$ cat config.mk
export PLATFORM = sky130hd
export DESIGN_NAME = conv_sched
export DESIGN_NICKNAME = d
export VERILOG_FILES = /design/src/rtl/conv_sched.sv
export SDC_FILE = /design/constraint.sdc
export NUM_CORES = 1
export LEC_CHECK = 0
export BUFFER_PORTS_ARGS = -buffer_cell sky130_fd_sc_hd__buf_2
export CAP_MARGIN = 5
export CORE_MARGIN = 1.5
export CORE_UTILIZATION = 58
export DETAILED_ROUTE_END_ITERATION = 12
export GPL_TIMING_DRIVEN = 0
export MAX_ROUTING_LAYER = met4
export PLACE_DENSITY = 0.8
export SLEW_MARGIN = 20
export SYNTH_ARGS = -nofsm -noshare
export SYNTH_HDL_FRONTEND = slang
export SYNTH_SLANG_ARGS = --single-unit
$ cat constraint.sdc
create_clock -name clk -period 4.1 [get_ports clk]
set_input_delay 0.82 -clock clk [delete_from_list [all_inputs] [get_ports clk]]
set_output_delay 0.82 -clock clk [all_outputs]
set_load 0.02 [all_outputs]
$ cat src/rtl/conv_sched.sv
// conv_sched: raster-order 3x3 convolution tap sequencer with a delayed layer-0 write path,
// followed by an optional 2x2 max-pool pass over layer memory (enabled by `define CONV_SCHED_POOL_EN).
module conv_sched #(
    parameter int IMG_W  = 64,
    parameter int IMG_H  = 64,
    parameter int ADDR_W = 12,
    parameter int WR_LAT = 2
) (
    input  logic              clk,
    input  logic              reset,
    input  logic              ready,
    input  logic              hold,
    output logic              busy,
    output logic [ADDR_W-1:0] iaddr,
    output logic              tap_vld,
    output logic [3:0]        tap_idx,
    output logic              tap_pad,
    output logic              acc_first,
    output logic [ADDR_W-1:0] caddr_wr,
    output logic              cwr,
    output logic [ADDR_W-1:0] caddr_rd,
    output logic              crd,
    output logic [2:0]        csel,
    output logic              pool_first,
    output logic [2:0]        dbg_state
);

    // Handshake: `ready` is a level start request sampled only in IDLE; `busy` rises on the start
    // edge and falls when DONE is left. `hold` stalls every working state for the cycle it is
    // sampled: counters and the write delay line freeze and all strobes read 0 one cycle later.

    typedef enum logic [2:0] {
        S_IDLE  = 3'd0,
        S_CONV  = 3'd1,
        S_FLUSH = 3'd2,
        S_POOL  = 3'd3,
        S_DONE  = 3'd4
    } state_t;

    localparam int CW = $clog2(IMG_W);
    localparam int RW = $clog2(IMG_H);
    localparam logic [CW-1:0]     C_LAST   = CW'(IMG_W - 1);
    localparam logic [RW-1:0]     R_LAST   = RW'(IMG_H - 1);
    localparam logic [ADDR_W-1:0] ROW_STEP = ADDR_W'(IMG_W);

    state_t            state;
    logic [RW-1:0]     r;
    logic [CW-1:0]     c;
    logic [3:0]        k;
    logic [1:0]        ky, kx;
    logic [ADDR_W-1:0] center, nbr, tap_addr;
    logic              pad, last_pixel, dl_drains;

    logic [WR_LAT-1:0] dl_vld;
    logic [ADDR_W-1:0] dl_addr [WR_LAT];

    assign dbg_state = state;

    always_comb begin
        ky = 2'd0;
        kx = 2'd0;
        if (k >= 4'd6) begin
            ky = 2'd2;
            kx = 2'(k - 4'd6);
        end else if (k >= 4'd3) begin
            ky = 2'd1;
            kx = 2'(k - 4'd3);
        end else begin
            kx = 2'(k);
        end
    end

    // Padded taps point at the centre pixel so the address never wraps past the image edges.
    assign center     = ADDR_W'(r) * ROW_STEP + ADDR_W'(c);
    assign nbr        = center + ADDR_W'(ky) * ROW_STEP + ADDR_W'(kx) - ROW_STEP - ADDR_W'(1);
    assign pad        = (ky == 2'd0 && r == '0) || (ky == 2'd2 && r == R_LAST) ||
                        (kx == 2'd0 && c == '0) || (kx == 2'd2 && c == C_LAST);
    assign tap_addr   = pad ? center : nbr;
    assign last_pixel = (r == R_LAST) && (c == C_LAST);

    // True when the shift that happens this cycle leaves the delay line empty.
    always_comb begin
        dl_drains = 1'b1;
        for (int i = 0; i < WR_LAT - 1; i++) begin
            if (dl_vld[i]) dl_drains = 1'b0;
        end
    end

`ifdef CONV_SCHED_POOL_EN
    localparam int PRW = $clog2(IMG_H / 2);
    localparam int PCW = $clog2(IMG_W / 2);
    localparam logic [PRW-1:0] PR_LAST = PRW'(IMG_H / 2 - 1);
    localparam logic [PCW-1:0] PC_LAST = PCW'(IMG_W / 2 - 1);

    logic [PRW-1:0]    pr;
    logic [PCW-1:0]    pc;
    logic [2:0]        ph;
    logic [ADDR_W-1:0] pool_rd_addr, pool_wr_addr;
    logic              pool_last;

    // Phases 0..3 visit the 2x2 block as (0,0),(0,1),(1,0),(1,1): ph[1] is the row, ph[0] the column.
    assign pool_rd_addr = ADDR_W'(pr) * ADDR_W'(2 * IMG_W) + ADDR_W'(ph[1]) * ROW_STEP +
                          (ADDR_W'(pc) << 1) + ADDR_W'(ph[0]);
    assign pool_wr_addr = ADDR_W'(pr) * ADDR_W'(IMG_W / 2) + ADDR_W'(pc);
    assign pool_last    = (pr == PR_LAST) && (pc == PC_LAST);
`else
    assign crd        = 1'b0;
    assign caddr_rd   = '0;
    assign pool_first = 1'b0;
`endif

    always_ff @(posedge clk) begin
        if (reset) begin
            state     <= S_IDLE;
            busy      <= 1'b0;
            iaddr     <= '0;
            tap_vld   <= 1'b0;
            tap_idx   <= 4'd0;
            tap_pad   <= 1'b0;
            acc_first <= 1'b0;
            caddr_wr  <= '0;
            cwr       <= 1'b0;
            csel      <= 3'b000;
            r         <= '0;
            c         <= '0;
            k         <= 4'd0;
            dl_vld    <= '0;
            for (int i = 0; i < WR_LAT; i++) dl_addr[i] <= '0;
`ifdef CONV_SCHED_POOL_EN
            caddr_rd   <= '0;
            crd        <= 1'b0;
            pool_first <= 1'b0;
            pr         <= '0;
            pc         <= '0;
            ph         <= 3'd0;
`endif
        end else begin
            tap_vld   <= 1'b0;
            acc_first <= 1'b0;
            cwr       <= 1'b0;
`ifdef CONV_SCHED_POOL_EN
            crd        <= 1'b0;
            pool_first <= 1'b0;
`endif
            case (state)
                S_IDLE: begin
                    csel <= 3'b000;
                    if (ready) begin
                        state <= S_CONV;
                        busy  <= 1'b1;
                        csel  <= 3'b001;
                        r     <= '0;
                        c     <= '0;
                        k     <= 4'd0;
                    end
                end
                S_DONE: begin
                    busy  <= 1'b0;
                    csel  <= 3'b000;
                    state <= S_IDLE;
                end
                default: begin
                    csel <= 3'b001;
                    if (!hold) begin
                        dl_vld[0]  <= (state == S_CONV) && (k == 4'd8);
                        dl_addr[0] <= center;
                        for (int i = 1; i < WR_LAT; i++) begin
                            dl_vld[i]  <= dl_vld[i-1];
                            dl_addr[i] <= dl_addr[i-1];
                        end
                        if (dl_vld[WR_LAT-1]) begin
                            cwr      <= 1'b1;
                            caddr_wr <= dl_addr[WR_LAT-1];
                        end
                        case (state)
                            S_CONV: begin
                                tap_vld   <= 1'b1;
                                iaddr     <= tap_addr;
                                tap_idx   <= k;
                                tap_pad   <= pad;
                                acc_first <= (k == 4'd0);
                                if (k == 4'd8) begin
                                    k <= 4'd0;
                                    if (last_pixel) begin
                                        state <= S_FLUSH;
                                    end else if (c == C_LAST) begin
                                        c <= '0;
                                        r <= r + 1'b1;
                                    end else begin
                                        c <= c + 1'b1;
                                    end
                                end else begin
                                    k <= k + 4'd1;
                                end
                            end
                            S_FLUSH: begin
                                if (dl_drains) begin
`ifdef CONV_SCHED_POOL_EN
                                    state <= S_POOL;
                                    pr    <= '0;
                                    pc    <= '0;
                                    ph    <= 3'd0;
`else
                                    state <= S_DONE;
`endif
                                end
                            end
`ifdef CONV_SCHED_POOL_EN
                            S_POOL: begin
                                if (ph == 3'd4) begin
                                    cwr      <= 1'b1;
                                    csel     <= 3'b011;
                                    caddr_wr <= pool_wr_addr;
                                    ph       <= 3'd0;
                                    if (pool_last) begin
                                        state <= S_DONE;
                                    end else if (pc == PC_LAST) begin
                                        pc <= '0;
                                        pr <= pr + 1'b1;
                                    end else begin
                                        pc <= pc + 1'b1;
                                    end
                                end else begin
                                    crd        <= 1'b1;
                                    caddr_rd   <= pool_rd_addr;
                                    pool_first <= (ph == 3'd0);
                                    ph         <= ph + 3'd1;
                                end
                            end
`endif
                            default: ;
                        endcase
                    end
                end
            endcase
        end
    end

endmodule

**Yosys cells after proc, flatten, opt, wreduce, memory -nomap -nowiden**

Memory sizes are Yosys's and may differ from the RTL's. A register that Yosys moved wholly into a read port is not among the register bits.
Cells that the tools add are included.

- ROM bits: 0
- Latch bits: 0
- Output and inout port bits: 53
- Register bits after elaboration: 45
- Memories: 1
- Memory bits (writable): 24
- Input bits: 4

Memories:

| name | words | bits a word | read ports | clocked after memory_dff | write ports | RTL line | text |
|---|---|---|---|---|---|---|---|
| dl_addr | 2 | 12 | 2 | 1 | 2 | 55 | `logic [ADDR_W-1:0] dl_addr [WR_LAT];` |

- $lt $le $gt $ge: 2
- Bitwise gates (word level): 6
- Reduce and logical (&&, ||, !) cells: 31
- Equal/unequal tests: 15
- $mul: 0
- Shifts and indexed selects: 0
- Mux-type cells: 44
- Div/mod/pow operators: 0
- $add $sub $neg: 10

Operators with widths:

| operator | count |
|---|---|
| 2-to-1 mux 6 bit | 11 |
| 2-to-1 mux 12 bit | 3 |
| one-hot mux 6 bit (2 select lines) | 2 |
| one-hot mux 3 bit (2 select lines) | 3 |
| 2-to-1 mux 4 bit | 4 |
| 2-to-1 mux 3 bit | 5 |
| adder 12 x 2 -> 12 bit | 1 |
| adder 12 x 6 -> 12 bit | 1 |
| adder 12 x 8 -> 12 bit | 1 |
| adder 6 x 1 -> 6 bit (second input constant) | 2 |
| equality test 6 bit (second input constant) | 2 |
| logical NOT 6 bit | 2 |
| AND reduction 6 bit | 2 |
| subtractor 12 x 1 -> 12 bit (second input constant) | 1 |
| subtractor 12 x 7 -> 12 bit (second input constant) | 1 |
| 2-to-1 mux 1 bit | 11 |
| inequality test 4 x 2 -> 1 bit (second input constant) | 2 |
| one-hot mux 4 bit (2 select lines) | 1 |
| nonzero test 2 bit | 4 |
| AND reduction 7 bit | 1 |
| logical AND 1 bit | 6 |
| 2-to-1 mux 2 bit | 3 |
| AND reduction 3 bit | 2 |
| OR reduction 5 bit | 1 |
| other kinds (25) | 36 |

**Longest topological paths before layout**

- Word-level depth: 9
- Depth in mapped cells: 15
- Mapped depth without buffers: 15

**Worst setup path before layout**

Ideal clock, no wire load.

- Kind: input to register
- Start point: in hold
- End point: mem dl_addr[0][0] (enable)
- Slack: 0.882 ns
- Buffers on the path: 1
- Arrival: 2.778 ns
- Library setup time: 0.440 ns
- Stages: 2
- Cell sequence: buf_2 > o21ai_0

RTL lines:

| element | RTL line | text |
|---|---|---|
| start: declaration | 12 | `input logic hold,` |
| end: declaration | 55 |  |

**Worst setup path after layout**

- Start point: reg k[1]
- End point: reg iaddr[11]

- Longest elaborated chain between the ends: 9
- Elaborated cells between the ends (all ways): 24
- Those cells by class: add/sub: 6; order compare: 2; eq/ne: 2; mux: 5; reduce/logical: 9

RTL lines:

| element | RTL line | text |
|---|---|---|
| start: declaration | 49 | `logic [3:0] k;` |
| start signal: assignment | 193 | `k <= k + 4'd1;` |
| branches (longest 8 deep; another with adder 12 x 8 -> 12 bit) | - |  |
| 2-to-1 mux 12 bit * | 78 | `assign tap_addr = pad ? center : nbr;` |
| end signal: assignment | 178 | `iaddr <= tap_addr;` |
| end: declaration | 14 | `output logic [ADDR_W-1:0] iaddr,` |

Every way passes the cells marked *.
A chain may end at the register's enable or synchronous reset.

==> results.sh <==
export IMPL_status="finished clean"
export IMPL_place_gp_congestion=0.937
export IMPL_ios=57
export IMPL_grtUsageMet2=0.429
export IMPL_synth_avg_cell_area_um2=9.00
export IMPL_finalPower_mw=1.67
export IMPL_synthSimpleGateAreaFrac=0.208
export IMPL_critPathMaxFanout=9
export IMPL_yosys_register_bits=79
export IMPL_synthMuxAreaShare=0.00459
export IMPL_netlist_area_um2=4360
export IMPL_cp_required_ns=4.38
export IMPL_endpoint_kind="flop"
export IMPL_diodes=0
export IMPL_cts_sinks=79
export IMPL_cts_buffer_depth=2
export IMPL_overflow=0
export IMPL_die_area_um2=8040
export IMPL_detail_route_first_pass_iterations=5
export IMPL_fp_coreArea_um2=7250
export IMPL_period_needed_ns=3.57
export IMPL_max_freq_mhz=280
export IMPL_vias=3723
export IMPL_drive_gt1_frac=0.168
export IMPL_hold_class="flop to flop"
export IMPL_top_usage_layer="met2"
export IMPL_relSlewSlack=0.576
export IMPL_area_growth_pct=12.9
export IMPL_die_h_um=89.7
export IMPL_clock_skew_final_ns=0.00975
export IMPL_cts_repair_resized=0
export IMPL_rrSetupSlack_ns=0.53
export IMPL_dp_cells=637
export IMPL_grt_use_met3=0.0631
export IMPL_synth_top_family_by_area="simple AND/OR/NAND/NOR gates"
export IMPL_ys_types=55
export IMPL_synth_edf_count=24
export IMPL_routed_via_density=5.70
export IMPL_clock_root_buffer="clkbuf_8"
export IMPL_clk_pin_slew_ns=0.09
export IMPL_ys_seq_area_frac=0.418
export IMPL_finalHoldViolations=0
export IMPL_setup_tns_ns=0
export IMPL_wl_per_cell_um=15.8
export IMPL_grt_pass1_wl_um=16100
export IMPL_start_kind="flop"
export IMPL_syn_inst=484
export IMPL_cap_violations=0
export IMPL_worstSkewPairLatency_ns=0.37
export IMPL_start_util=0.601
export IMPL_synthXorXnorAreaFrac=0.0359
export IMPL_drcViolationCount=0
export IMPL_ir_drop_uv=173
export IMPL_cts_buffers=9
export IMPL_hold_buffers=0
export IMPL_power_density_nw_per_um2=338
export IMPL_ys_flop_type="dfxtp_1"
export IMPL_grt_use_total=0.278
export IMPL_dpl_hpwl_um=7610
export IMPL_async_reset_ff_frac=0
export IMPL_post_cts_buffers=0
export IMPL_grt_start_max_net_pins=18
export IMPL_synthAdderAreaFrac=0.0936
export IMPL_chipWidth_um=89.7
export IMPL_setup_viol=0
export IMPL_crit_arrival_ns=3.85
export IMPL_final_cells=653
export IMPL_min_period_over_period=0.871
export IMPL_grt_setup_unrepaired="no"
export IMPL_io_buffers=38
export IMPL_fin_nets=585
export IMPL_postRouteAntennaNets=0
export IMPL_synth_compound_area_frac=0.156
export IMPL_use_met1=0.354
export IMPL_cts_tree="yes"
export IMPL_grt_antenna_before_repair=0
export IMPL_leakagePower_nw=2.08
export IMPL_slew_violations=0
export IMPL_worstSetupPathType="flop to flop"
export IMPL_rows=31
export IMPL_yosysWarnings=0
export IMPL_wl_um=10300
export IMPL_drt_initial_drc_count=253
export IMPL_htree_levels=3
export IMPL_grt_pass1_vias=3309
export IMPL_n_fill_cell=611
export IMPL_worst_slew_pin_slew_ns=0.636
[layout make-up]
type                       count  area [µm²]  share of cell area
buffer                        42         258              0.0524
clock buffer                   9         124              0.0252
clock inverter                 7        55.1              0.0112
inverter                      28         105              0.0214
multi-input combinational    350        2230               0.454
sequential                    79        1820               0.370
tap                           99         124              0.0252
timing repair buffer          39         201              0.0409
[kinds of logic (layout without fill, tap and decap cells)]
group,count (synthesis),in the layout
and+or+nand+nor,177,177
AOI/OAI and AO/OA,106,106
DFF,79,79
buffers and inverters,70,125
adders and majority gates,32,32
xor gates and xnor gates,17,17
muxes,2,2
other,1,16
[through the flow]
| step | utilization | worst slack, ns | hold slack (ns) | area (µm²) |
|---|---|---|---|---|
| 6_report | 0.679 | 0.530 | 0.451 | 4920 |
| 5_1_grt | 0.679 | 0.255 | 0.478 | 4920 |
| 3_3_place_gp | 0.652 | 0.354 | 0.439 | 4730 |
| 2_1_floorplan | - | 0.882 | 0.454 | 4410 |
| 4_1_cts | 0.679 | 0.567 | 0.456 | 4920 |
| 3_5_place_dp | 0.654 | 0.632 | 0.444 | 4740 |
[routing by layer]
metal	wire length (µm)	vias to the layer above
met1	4640	1725
li1	-	1797
met3	719	29
met5	0	-
met2	4650	172
met4	308	0
[path summary, 6_finish.rpt]
path | from | endpoint | cells past startpoint
setup reg to reg | k[1] | iaddr[11] | 15
hold / removal | caddr_wr[6] | caddr_wr[6] | 2
hold reg to reg | caddr_wr[6] | caddr_wr[6] | 2
setup / recovery | k[1] | iaddr[11] | 15
[cells in the final DEF (no fill, tap or decap), types with 4 or more instances in the layout]
cell / count
ha_1: 31
nor3_1: 9
dfxtp_1: 55
nand3_1: 22
edfxtp_1: 24
a211oi_1: 4
xnor2_1: 12
and2_1: 13
nand4_1: 4
clkbuf_1: 13
buf_2: 43
nor2_1: 38
inv_1: 28
o2111ai_1: 4
nor2b_1: 4
nand2_1: 50
a31oi_1: 10
a21oi_1: 37
conb_1: 16
nor4_1: 12
o21ai_0: 27
nand3b_1: 4
buf_6: 4
clkbuf_8: 9
buf_4: 19
xor2_1: 4
nand2b_1: 8
[power breakdown]
part,switching [mW],internal [mW]
combinational,0.183,0.0949
clock,0.316,0.226
sequential,0.0133,0.832
total,0.513,1.15
[synth_stat cells (4+ instances only)]
master,n,area (µm²)
dfxtp_1,55,1100
nand2_1,50,188
nor2_1,38,143
a21oi_1,37,185
ha_1,31,388
inv_1,28,105
o21ai_0,28,140
edfxtp_1,24,721
nand3_1,22,110
buf_4,19,143
and2_1,13,81.3
clkbuf_1,13,48.8
nor4_1,12,75.1
xnor2_1,12,105
a31oi_1,10,62.6
nor3_1,9,45.0
nand2b_1,8,50.1
buf_2,5,25.0
a211oi_1,4,30.0
nand3b_1,4,30.0
nand4_1,4,25.0
nor2b_1,4,25.0
o2111ai_1,4,35.0
xor2_1,4,35.0
[flip-flops by register name, summed over array words and instances (netlist names), 2 cells and up]
register and count:
tap_idx 4, c 6, iaddr 12, dl_addr 24, dl_vld 2, r 6, caddr_wr 12, dbg_state 3
k 4
[worst max-delay path: stages (launching register included)]
cell	delay [ns]
dfxtp_1	0.54
inv_1	0.13
ha_1	0.34
a211oi_1	0.30
nand2_1	0.14
nand2_1	0.09
ha_1	0.12
inv_1	0.04
ha_1	0.26
fa_1	0.42
nand2b_1	0.13
a21oi_1	0.12
a21oi_1	0.23
mux2i_1	0.23
a211oi_1	0.11
o41ai_2	0.28
No activity file was read; power rests on OpenSTA's default activity.
